[src/rtl/fetch_queue.sv]
// Instruction fetch front end: owns the fetch PC, issues req/ack word fetches and buffers
// returned words in a prefetch FIFO for decode. Optional FETCH_BYPASS_EN forwards ack data straight to decode.
module fetch_queue #(
   parameter int          DEPTH    = 4,
   parameter logic [31:0] RESET_PC = 32'h0000_0000
) (
   input  logic        clk,
   input  logic        reset,
   output logic        imem_req,
   output logic [31:0] imem_addr,
   input  logic        imem_ack,
   input  logic [31:0] imem_rdata,
   output logic        out_valid,
   output logic [31:0] out_instr,
   output logic [31:0] out_pc,
   input  logic        out_ready,
   input  logic        redirect,
   input  logic [31:0] redirect_pc
);

   localparam int PTR_W = $clog2(DEPTH);
   localparam int CNT_W = PTR_W + 1;

   typedef enum logic [1:0] {S_IDLE, S_WAIT, S_DROP} state_t;

   state_t             state;
   logic [31:0]        fetch_pc;
   logic [PTR_W-1:0]   wr_ptr;
   logic [PTR_W-1:0]   rd_ptr;
   logic [CNT_W-1:0]   count;
   logic [31:0]        fifo_instr_p1 [DEPTH];
   logic [31:0]        fifo_pc_p1    [DEPTH];

   logic               ack_v;
   logic               fifo_empty;
   logic               bypass;
   logic               push;
   logic               pop;
   logic [CNT_W-1:0]   count_nxt;
   logic               slot_free_nxt;
   logic [31:0]        redirect_pc_al;
   logic [31:0]        fetch_pc_inc;

   always_comb begin
      ack_v          = imem_req & imem_ack;
      fifo_empty     = (count == '0);
      redirect_pc_al = redirect_pc & ~32'h3;
      fetch_pc_inc   = fetch_pc + 32'd4;
      bypass         = 1'b0;
      out_valid      = ~fifo_empty;
      out_instr      = fifo_empty ? '0 : fifo_instr_p1[rd_ptr];
      out_pc         = fifo_empty ? '0 : fifo_pc_p1[rd_ptr];
`ifdef FETCH_BYPASS_EN
      // Empty queue: the returning word goes to decode in the ack cycle.
      bypass = (state == S_WAIT) & ack_v & fifo_empty & ~redirect;
      if (bypass) begin
         out_valid = 1'b1;
         out_instr = imem_rdata;
         out_pc    = fetch_pc;
      end
`endif
      pop           = ~fifo_empty & out_ready & ~redirect;
      push          = (state == S_WAIT) & ack_v & ~redirect & ~(bypass & out_ready);
      count_nxt     = count + CNT_W'(push) - CNT_W'(pop);
      slot_free_nxt = (count_nxt < CNT_W'(DEPTH));
   end

   // Control stage: fetch state, request port and queue bookkeeping
   always_ff @(posedge clk or posedge reset) begin
      if (reset) begin
         state     <= S_IDLE;
         imem_req  <= 1'b0;
         imem_addr <= RESET_PC;
         fetch_pc  <= RESET_PC;
         count     <= '0;
         wr_ptr    <= '0;
         rd_ptr    <= '0;
      end else if (redirect) begin
         fetch_pc <= redirect_pc_al;
         count    <= '0;
         wr_ptr   <= '0;
         rd_ptr   <= '0;
         // A request still in flight must be absorbed before the new target is issued.
         if (imem_req && !imem_ack) begin
            state <= S_DROP;
         end else begin
            state     <= S_WAIT;
            imem_req  <= 1'b1;
            imem_addr <= redirect_pc_al;
         end
      end else begin
         count <= count_nxt;
         if (push) wr_ptr <= wr_ptr + PTR_W'(1);
         if (pop)  rd_ptr <= rd_ptr + PTR_W'(1);
         case (state)
            S_IDLE: begin
               if (count < CNT_W'(DEPTH)) begin
                  state     <= S_WAIT;
                  imem_req  <= 1'b1;
                  imem_addr <= fetch_pc;
               end
            end
            S_WAIT: begin
               if (ack_v) begin
                  fetch_pc <= fetch_pc_inc;
                  if (slot_free_nxt) begin
                     imem_addr <= fetch_pc_inc;
                  end else begin
                     state    <= S_IDLE;
                     imem_req <= 1'b0;
                  end
               end
            end
            S_DROP: begin
               if (ack_v) begin
                  state     <= S_WAIT;
                  imem_addr <= fetch_pc;
               end
            end
            default: begin
               state    <= S_IDLE;
               imem_req <= 1'b0;
            end
         endcase
      end
   end

   // Data stage: queue storage, written one cycle after ack
   always_ff @(posedge clk) begin
      if (push) begin
         fifo_instr_p1[wr_ptr] <= imem_rdata;
         fifo_pc_p1[wr_ptr]    <= fetch_pc;
      end
   end

endmodule

[config.mk]
export PLATFORM = sky130hd
export DESIGN_NAME = fetch_queue
export DESIGN_NICKNAME = d
export VERILOG_FILES = /design/src/rtl/fetch_queue.sv
export SDC_FILE = /design/constraint.sdc
export NUM_CORES = 1
export LEC_CHECK = 0
export CAP_MARGIN = 20
export CORE_MARGIN = 2
export CORE_UTILIZATION = 49
export DETAILED_ROUTE_END_ITERATION = 10
export PLACE_DENSITY = 0.69
export RECOVER_POWER = 25
export SYNTH_ARGS = -nofsm -noshare
export SYNTH_HDL_FRONTEND = slang
export SYNTH_SLANG_ARGS = --single-unit
[constraint.sdc]
create_clock -name clk -period 8.1 [get_ports clk]
set_clock_uncertainty 0.15 [all_clocks]
set_input_delay 2.025 -clock clk [delete_from_list [all_inputs] [get_ports clk]]
set_output_delay 2.025 -clock clk [all_outputs]
set_load 0.02 [all_outputs]
==> summary.md <==
| Metric | Value |
|---|---|
| Max-Cap Viols | `0` |
| Die Span X | `172 um` |
| Clock latency on the worst-skew pair | `0.55 ns` |
| Max incr delay on CP | `0.82 ns` |
| Area leader, netlist | `edfxtp_1` |
| Leakage | `5.69 nW` |
| Part of the Yosys area used for sequential elements | `0.664` |
| Avg WL per Cell | `20.9 um` |
| Via count of the first global-routing pass | `8217` |
| Post-cts hold buffer count | `0` |
| Post-synthesis cell type count | `60` |
| Top post-synthesis cells by area | `edfxtp_1 54%, dfrtp_1 13%, mux4_2 10%` |
| Ys Warns | `0` |
| Crit share post-route | `0.724` |
| Root buf cell | `clkbuf_16` |
| Startpoint Class | `input port` |
| Cts bufs inserted | `31` |
| Max Freq | `0.171 GHz` |
| Final setup fails | `0` |
| CTS Sinks | `319` |
| Max VDD drop | `0.192 mV` |
| Crit Path Category | `in2reg` |
| Postcts setup bufs | `0` |
| Hold path endpoint | `imem_addr[2]$_DFFE_PP0P_` |
| Share of cells above drive strength 1 | `0.138` |
| Setup_tns | `0 ns` |
| Max FO, Critical Path | `20` |
| Mapped Area | `13900 um^2` |
| Max transition margin | `0.265` |
| Worst Min Path Start | `imem_addr[2]$_DFFE_PP0P_` |
| First-pass GRT wire length | `46300 um` |
| DR vias/cell | `5.76` |
| Worst r2r dst | `imem_addr[3]$_DFFE_PP0P_` |
| Resized cells post-CTS | `0` |
| RSZ-0062 raised after global routing | `no` |
| Avg Cell Area, Syn | `15.2 um^2` |
| Synthesized flop and latch total | `319` |
| Synth Instances | `912` |
| Number of antenna violations at the first check in global routing | `0` |
| Max Buffers Root-to-Sink | `3` |
| Die area | `29700 um^2` |
| Post-route ant nets | `0` |
| Grt total ovfl | `0` |
| Placed cell count | `1392` |
| Detailed placer's ending HPWL | `18600 um` |
| Post-synthesis async set-or-reset flop share | `0.223` |
| Primary FF master, synth | `edfxtp_1` |
| Final WS setup | `2.24 ns` |
| Number of port buffers | `162` |
| Layout Nets | `1124` |
| GRT Resource Usage Total | `0.203` |
| Outcome | `complete, no violations` |
| Area growth, synth to finish | `20.9%` |
| Die Y | `172 um` |
| Fin util | `0.603` |
| # DRC | `0` |
| FF-to-FF path depth | `12` |
| Worst Path Arrival | `6.15 ns` |
| Area occupied by registers | `9230 um^2` |
| Core Rows | `61` |
| # fillers | `2120` |
| Pwr dens | `318 nW/um^2` |
| Hold Crit Class | `reg2reg` |
| Crit-path cells | `clkdlybuf4s50_1 > nand4b_2 > nor2_1 > inv_1 > ha_1 > inv_1 > ha_1 > inv_1 > fa_1 > xnor3_1 > nand3_1 > nand3_1 > mux2_2` |
| Clk slew on worst S/H paths | `0.06 ns` |
| Most common library cell in the layout ignoring fill and taps | `edfxtp_1` |
| Total Power | `0.00535 W` |
| Vias | `8335` |
| CTS H-tree depth | `1` |
| Slew at the pin closest to its max-slew limit | `1.10 ns` |
| Final Hold Viols | `0` |
| Yosys top cell area share | `0.536` |
| Post-layout min period | `5.86 ns` |
| Number of flops mapped to enable cells by yosys | `248` |
| Slowest cell on crit path | `nand3_1` |
| Final std cells w/o fill | `1448` |
| Largest net degree at the start of global routing | `72` |
| CTS tree | `yes` |
| Placement Setup Slack | `1.71 ns` |
| Hold depth | `2` |
| Most frequent cells in the layout | `248 x edfxtp_1, 144 x clkdlybuf4s50_1, 69 x dfrtp_1` |
| CORE AREA | `27900 um^2` |
| Multi-input logic area | `4310 um^2` |
| I/O pin count | `167` |
| Post-Route WL | `30300 um` |
| # diodes | `0` |
| Drt first pass iters | `5` |
| Reg2reg start | `count[1]$_DFF_PP0_` |
| Initial core utilization | `0.499` |
| CP required | `8.38 ns` |
| Worst Setup End Kind | `flip-flop` |
| Final count of pins violating max slew | `0` |
| DR iter-0 viols | `685` |
| CP most frequent cell | `inv_1` |
| Routability cong. | `0.848` |
| Worst reg-to-reg setup slack | `3.67 ns` |
[layer usage]
| layer | global-route usage | vias up | part of all wire |
|---|---|---|---|
| met5 | 0 | - | 0 |
| met4 | 0.0493 | 0 | 0.018 |
| met3 | 0.0346 | 43 | 0.074 |
| met2 | 0.332 | 316 | 0.47 |
| met1 | 0.287 | 4230 | 0.44 |
| li1 | - | 3746 | - |
[worst max path at each step]
stage | from | end | cells past startpoint
after global placement | imem_ack | imem_addr[3]$_DFFE_PP0P_ | 13
final | imem_ack | imem_addr[3]$_DFFE_PP0P_ | 13
after CTS | imem_ack | imem_addr[3]$_DFFE_PP0P_ | 13
after floorplan | redirect | imem_addr[24]$_DFFE_PP0P_ | 15
after global routing | imem_ack | imem_addr[10]$_DFFE_PP0P_ | 14
after detailed placement | imem_ack | imem_addr[3]$_DFFE_PP0P_ | 13
[state kept, by name, indices dropped and copies added, names as in the netlist]
signal and flops:
fifo_instr_p1 128, fifo_pc_p1 120, imem_addr 31, fetch_pc 30, count 3, rd_ptr 2
state 2, wr_ptr 2, imem_req 1
[logic make-up (layout without fill, tap and decap cells)]
family / after synthesis / count (layout) / share of synthesized area
AOI/OAI and AO/OA: 89 / 89 / 0.0433
xor gates and xnor gates: 45 / 45 / 0.0293
adders and majority gates: 8 / 8 / 0.00774
buffers and inverters: 87 / 244 / 0.0272
DFF: 319 / 319 / 0.664
muxes: 84 / 84 / 0.117
other: 1 / 2 / 0.000270
and+or+nand+nor: 279 / 279 / 0.112
[cell usage after synthesis, drive strengths merged, types with 14 or more instances]
| cell type | n |
|---|---|
| nand3 | 23 |
| nand4 | 23 |
| dfrtp | 71 |
| and3 | 16 |
| mux2i | 14 |
| nor2 | 36 |
| buf | 36 |
| edfxtp | 248 |
| nand2 | 61 |
| o21ai | 23 |
| xnor2 | 20 |
| clkbuf | 34 |
| and2 | 66 |
| inv | 17 |
| xor2 | 24 |
| mux4 | 62 |
| a21oi | 18 |
| nor3 | 16 |
[worst max-delay path, delay by kind of cell]
family        cells  cell delay, ns
xor+xnor          1            0.26
fa+ha+maj         3            0.78
buf+inv           4            0.83
mux               1            0.58
simple gates      4            1.65
[where the power goes]
part | total [W] | leakage [nW] | internal (W) | switching [W]
clock | 0.00147 | 0.505 | 0.000884 | 0.000588
combinational | 0.00171 | 2.11 | 0.000836 | 0.000879
sequential | 0.00216 | 3.08 | 0.00196 | 0.000201
total | 0.00535 | 5.69 | 0.00368 | 0.00167
[area by class of cell]
type,count,share of cell area
flip-flops and latches,319,0.549
inverters,17,0.00380
multi-input cells,507,0.256
clock buffers,38,0.0495
clock inverters,18,0.0131
well taps,378,0.0281
repair buffers,171,0.100
[stage by stage]
step,cell area (um^2),hold WS [ns]
2_1_floorplan,13900,0.321
3_3_place_gp,15800,0.313
3_5_place_dp,15800,0.319
4_1_cts,16800,0.333
5_1_grt,16800,0.383
6_report,16800,0.329
Note: power is estimated with default switching activity, not from simulation.
==> patch 1, RTL diff (config.mk and constraints unchanged) <==
Set the parameter `DEPTH` to 8 (it was 4).
--- a/src/rtl/fetch_queue.sv
+++ b/src/rtl/fetch_queue.sv
@@ -1,7 +1,7 @@
 // Instruction fetch front end: owns the fetch PC, issues req/ack word fetches and buffers
 // returned words in a prefetch FIFO for decode. Optional FETCH_BYPASS_EN forwards ack data straight to decode.
 module fetch_queue #(
-   parameter int          DEPTH    = 4,
+   parameter int          DEPTH    = 8,
    parameter logic [31:0] RESET_PC = 32'h0000_0000
 ) (
    input  logic        clk,
Formal check against the unedited RTL: no difference found for any inputs over 4 cycles, from zero or initial values and one cycle with reset high; that may be too few to reach the edited logic, so the function may still have changed.
==> patch 1 against the original RTL <==
- synthesized cell count is 41% higher
- fmax barely moved
- setup slack gained 5.5 ps
- sequential cell count grew 251
- synthesized area grew 68%
- first-iteration DRC count grew 45%
- total power is 60% higher
- non-clock buffer count up 14
- cell area increased by 64%
- sequential share of layout area up 6.0 points
- routed wire length rose by 62%
- global-route usage barely moved
==> patch 1: results (changes against the original RTL) <==
| Metric | Value |
|---|---|
| Vias | `12.2k (+47%)` |
| DRT Pass-1 Iters | `5 (unchanged)` |
| Total track usage | `20.3% (-0.028 points)` |
| Yosys warnings | `0 (unchanged)` |
| Met2 Usage GRT | `33.3% (+0.097 points)` |
| Mux share of post-synthesis cell area | `16.2% (+4.5 points)` |
| Vias in the first global route | `12.9k (+57%)` |
| Worst vdd ir | `226 uV (+18%)` |
| Layout cells sized above 1 | `18.4% (+4.5 points)` |
| Cts bufs inserted | `56 (+81%)` |
| Met1 Use GR | `28.2% (-0.49 points)` |
| Top Registers | `fifo_instr_p1 x256, fifo_pc_p1 x240, imem_addr x31` |
| Antenna diodes | `0 (unchanged)` |
| Max incr delay on CP | `1010 ps (+190 ps)` |
| Slowest-stage cell, CP | `dfrtp_4` |
| Async set-reset flop share out of synthesis | `13.0% (-9.3 points)` |
| NetSw | `2500 uW (+50%)` |
| Met3 Use GR | `3.29% (-0.16 points)` |
| Synth area leaders | `edfxtp_1 64%, mux4_2 12%, dfrtp_1 7.9%` |
| Max H-tree Level | `2 (+1)` |
| PortBufs | `162 (unchanged)` |
| Status | `complete, no violations` |
| Seq/Total Area, Yosys | `71.7% (+5.4 points)` |
| Adder-cell share of the synthesized area | `0.514% (-0.26 points)` |
| Post-Synth XOR/XNOR Area | `1.88% (-1.1 points)` |
| Final wirelength | `49200 um (+62%)` |
| Most instantiated cells after synthesis | `496 x edfxtp_1, 124 x mux4_2, 116 x nor2_1` |
| EDFF count, synth | `496 (+100%)` |
| Synth Area in Compound Gates | `2.06% (-2.3 points)` |
| Gpl congestion | `0.823 (-2.9%)` |
| Seq pwr share | `42.1% (+1.7 points)` |
| Distinct cells, synth | `54 (-10%)` |
| WP data arrival | `3680 ps (-2470 ps)` |
| HPWL after DPL | `28300 um (+52%)` |
| Clock latency on the worst-skew pair | `600 ps (+50 ps)` |
| Slew HR | `30.6% (+4.2 points)` |
| Combinational Power | `2390 uW (+40%)` |
| Post-CTS setup buffer count | `0 (unchanged)` |
| Crit-path leading delay family | `buffers and inverters` |
| Fin. max-slew vios | `0 (unchanged)` |
| Leak Pwr | `0.00870 uW (+53%)` |
| Largest net degree at the start of global routing | `75 (+4.2%)` |
| Initial antenna violation count | `0 (unchanged)` |
| Critical path peak fanout | `43 (+110%)` |
| Dpl cell area | `0.0256 mm^2 (+63%)` |
| Iter 0 DRT Violations | `990 (+45%)` |
| Nets@finish | `1532 (+36%)` |
| First-pass GRT wire length | `76000 um (+64%)` |
| Root buffer cell | `clkbuf_16` |
patch 1: metal layers:
metal,part of all wire [%],vias up,routed length (um)
li1,-,5433,-
met1,42,6326,20800
met2,49,396,24300
met3,6.1,68,3020
met4,2.1,0,1060
met5,0,-,0
patch 1: per-stage QoR:
| stage | instances | power (uW) | setup slack [ps] | hold WS, ps |
|---|---|---|---|---|
| detailed placement | 2001 | 6080 | 1650 | 348 |
| global placement | 2000 | 6060 | 1720 | 347 |
| global route | 2104 | 8920 | 1910 | 370 |
| floorplan | 1289 | 5110 | 342 | 385 |
| finish | 2104 | 8550 | 2240 | 353 |
| CTS | 2102 | 8650 | 2070 | 356 |
patch 1: area by class of cell:
type / instances / area, um^2
sequential: 570 / 16800
clock buffer: 76 / 1490
tap: 607 / 759
multi-input combinational: 627 / 6250
inverter: 14 / 53.8
fill: 3462 / 19200
timing repair buffer: 185 / 1870
clock inverter: 25 / 330
patch 1: kinds of logic after synthesis:
family	count (synthesis)
DFF	570
muxes	220
xor gates and xnor gates	50
and+or+nand+nor	273
other	1
AOI/OAI and AO/OA	73
buffers and inverters	92
adders and majority gates	9
patch 1: worst paths after layout:
path	from	end	slack [ps]	depth (start not counted)
min	imem_addr[8]$_DFFE_PP0P_	imem_addr[8]$_DFFE_PP0P_	350	1
max	rd_ptr[0]$_DFFE_PP0P_	out_pc[8]	2240	5
max reg2reg	count[3]$_DFF_PP0_	imem_addr[18]$_DFFE_PP0P_	3490	15
max in group asynchronous	reset	rd_ptr[0]$_DFFE_PP0P_	5180	3
min reg2reg	imem_addr[8]$_DFFE_PP0P_	imem_addr[8]$_DFFE_PP0P_	350	1
min in group asynchronous	reset	imem_addr[6]$_DFFE_PP0P_	1910	3
==> patch 2, RTL diff (config.mk and constraints unchanged) <==
Without the edit above. Make the reset (`reset`) synchronous in one clocked block.
--- a/src/rtl/fetch_queue.sv
+++ b/src/rtl/fetch_queue.sv
@@ -66,7 +66,7 @@
    end
 
    // Control stage: fetch state, request port and queue bookkeeping
-   always_ff @(posedge clk or posedge reset) begin
+   always_ff @(posedge clk) begin
       if (reset) begin
          state     <= S_IDLE;
          imem_req  <= 1'b0;
Behaviour: differs if reset is asserted again (counterexample within 4 cycles, from zero or initial values and one cycle with reset high); with reset held inactive, the same outputs for 4 cycles.
==> patch 2 against the original RTL <==
- die area shrank 2.5%
- sequential cell count rose by 1
- critical path type unchanged
- final cell count fell by 0.90%
- synthesized area fell by 2.5%
- cell area down 1.1%
- setup slack improved by 270 ps
- fmax grew 4.8%
- routed wire length hardly changed
Power is not compared: it rests on default switching activity, and its combinational part moved more than twofold at a synthesized area within 25%.
==> patch 2: results (changes against the original RTL) <==
| Metric | Value |
|---|---|
| PortBufs | `160 (-1.2%)` |
| FF-to-FF Start | `count[1]$_SDFF_PP0_` |
| Slew HR | `26.3% (-0.14 points)` |
| Gpl congestion | `0.843 (-0.60%)` |
| Met2 WL | `14400 um (+0.77%)` |
| Met3 Use GR | `3.16% (-0.29 points)` |
| Met1 WL | `13500 um (+2.5%)` |
| Endpoint, Worst Hold | `imem_addr[13]$_SDFFE_PP0P_` |
| Status | `complete, no violations` |
| Distinct cells, synth | `57 (-5.0%)` |
| WP data arrival | `5850 ps (-300 ps)` |
| FF-to-FF setup slack | `3830 ps (+160 ps)` |
| Post-Synth XOR/XNOR Area | `3.40% (+0.46 points)` |
| Iter 0 DRT Violations | `728 (+6.3%)` |
| Synth area leaders | `edfxtp_1 55%, dfxtp_1 11%, mux4_2 10%` |
| Slowest-stage cell, CP | `clkdlybuf4s50_1` |
| Most instantiated cells after synthesis | `248 x edfxtp_1, 72 x dfxtp_1, 66 x nor2b_1` |
| Synth Area in Compound Gates | `6.46% (+2.1 points)` |
| Cts bufs inserted | `35 (+13%)` |
| Filler cell count | `2021 (-4.7%)` |
| Clock latency on the worst-skew pair | `510 ps (-40 ps)` |
| Layout cells sized above 1 | `13.4% (-0.39 points)` |
| Crit path to | `imem_addr[23]$_SDFFE_PP0P_` |
| Nets@finish | `1144 (+1.8%)` |
| Total track usage | `21.3% (+0.98 points)` |
| Critical path peak fanout | `12 (-40%)` |
| Worst setup path start | `redirect` |
| Mux share of post-synthesis cell area | `10.4% (-1.3 points)` |
patch 2: cell types whose count changed after synthesis, moves of 16 or more:
cell     change
dfxtp_1     +72
dfrtp_1     -71
and2_1      -64
nor2b_1     +63
a21oi_1     +20
buf_2       -16
patch 2: area by class of cell:
| class | count | area share [%] |
|---|---|---|
| Multi-Input combinational cell | 520 | 26.2 |
| Sequential cell | 320 | 53.5 |
| Timing Repair Buffer | 176 | 10.4 |
| Inverter | 14 | 0.316 |
| Clock buffer | 49 | 5.95 |
| Clock inverter | 15 | 1.03 |
| Tap cell | 341 | 2.57 |
patch 2: metrics by stage:
stage / util (%) / area (um^2) / cells
floorplan: - / 13600 / 919
global placement: 57.1 / 15400 / 1369
detailed placement: 57.1 / 15400 / 1369
CTS: 61.4 / 16600 / 1433
global route: 61.5 / 16600 / 1435
finish: 61.5 / 16600 / 1435
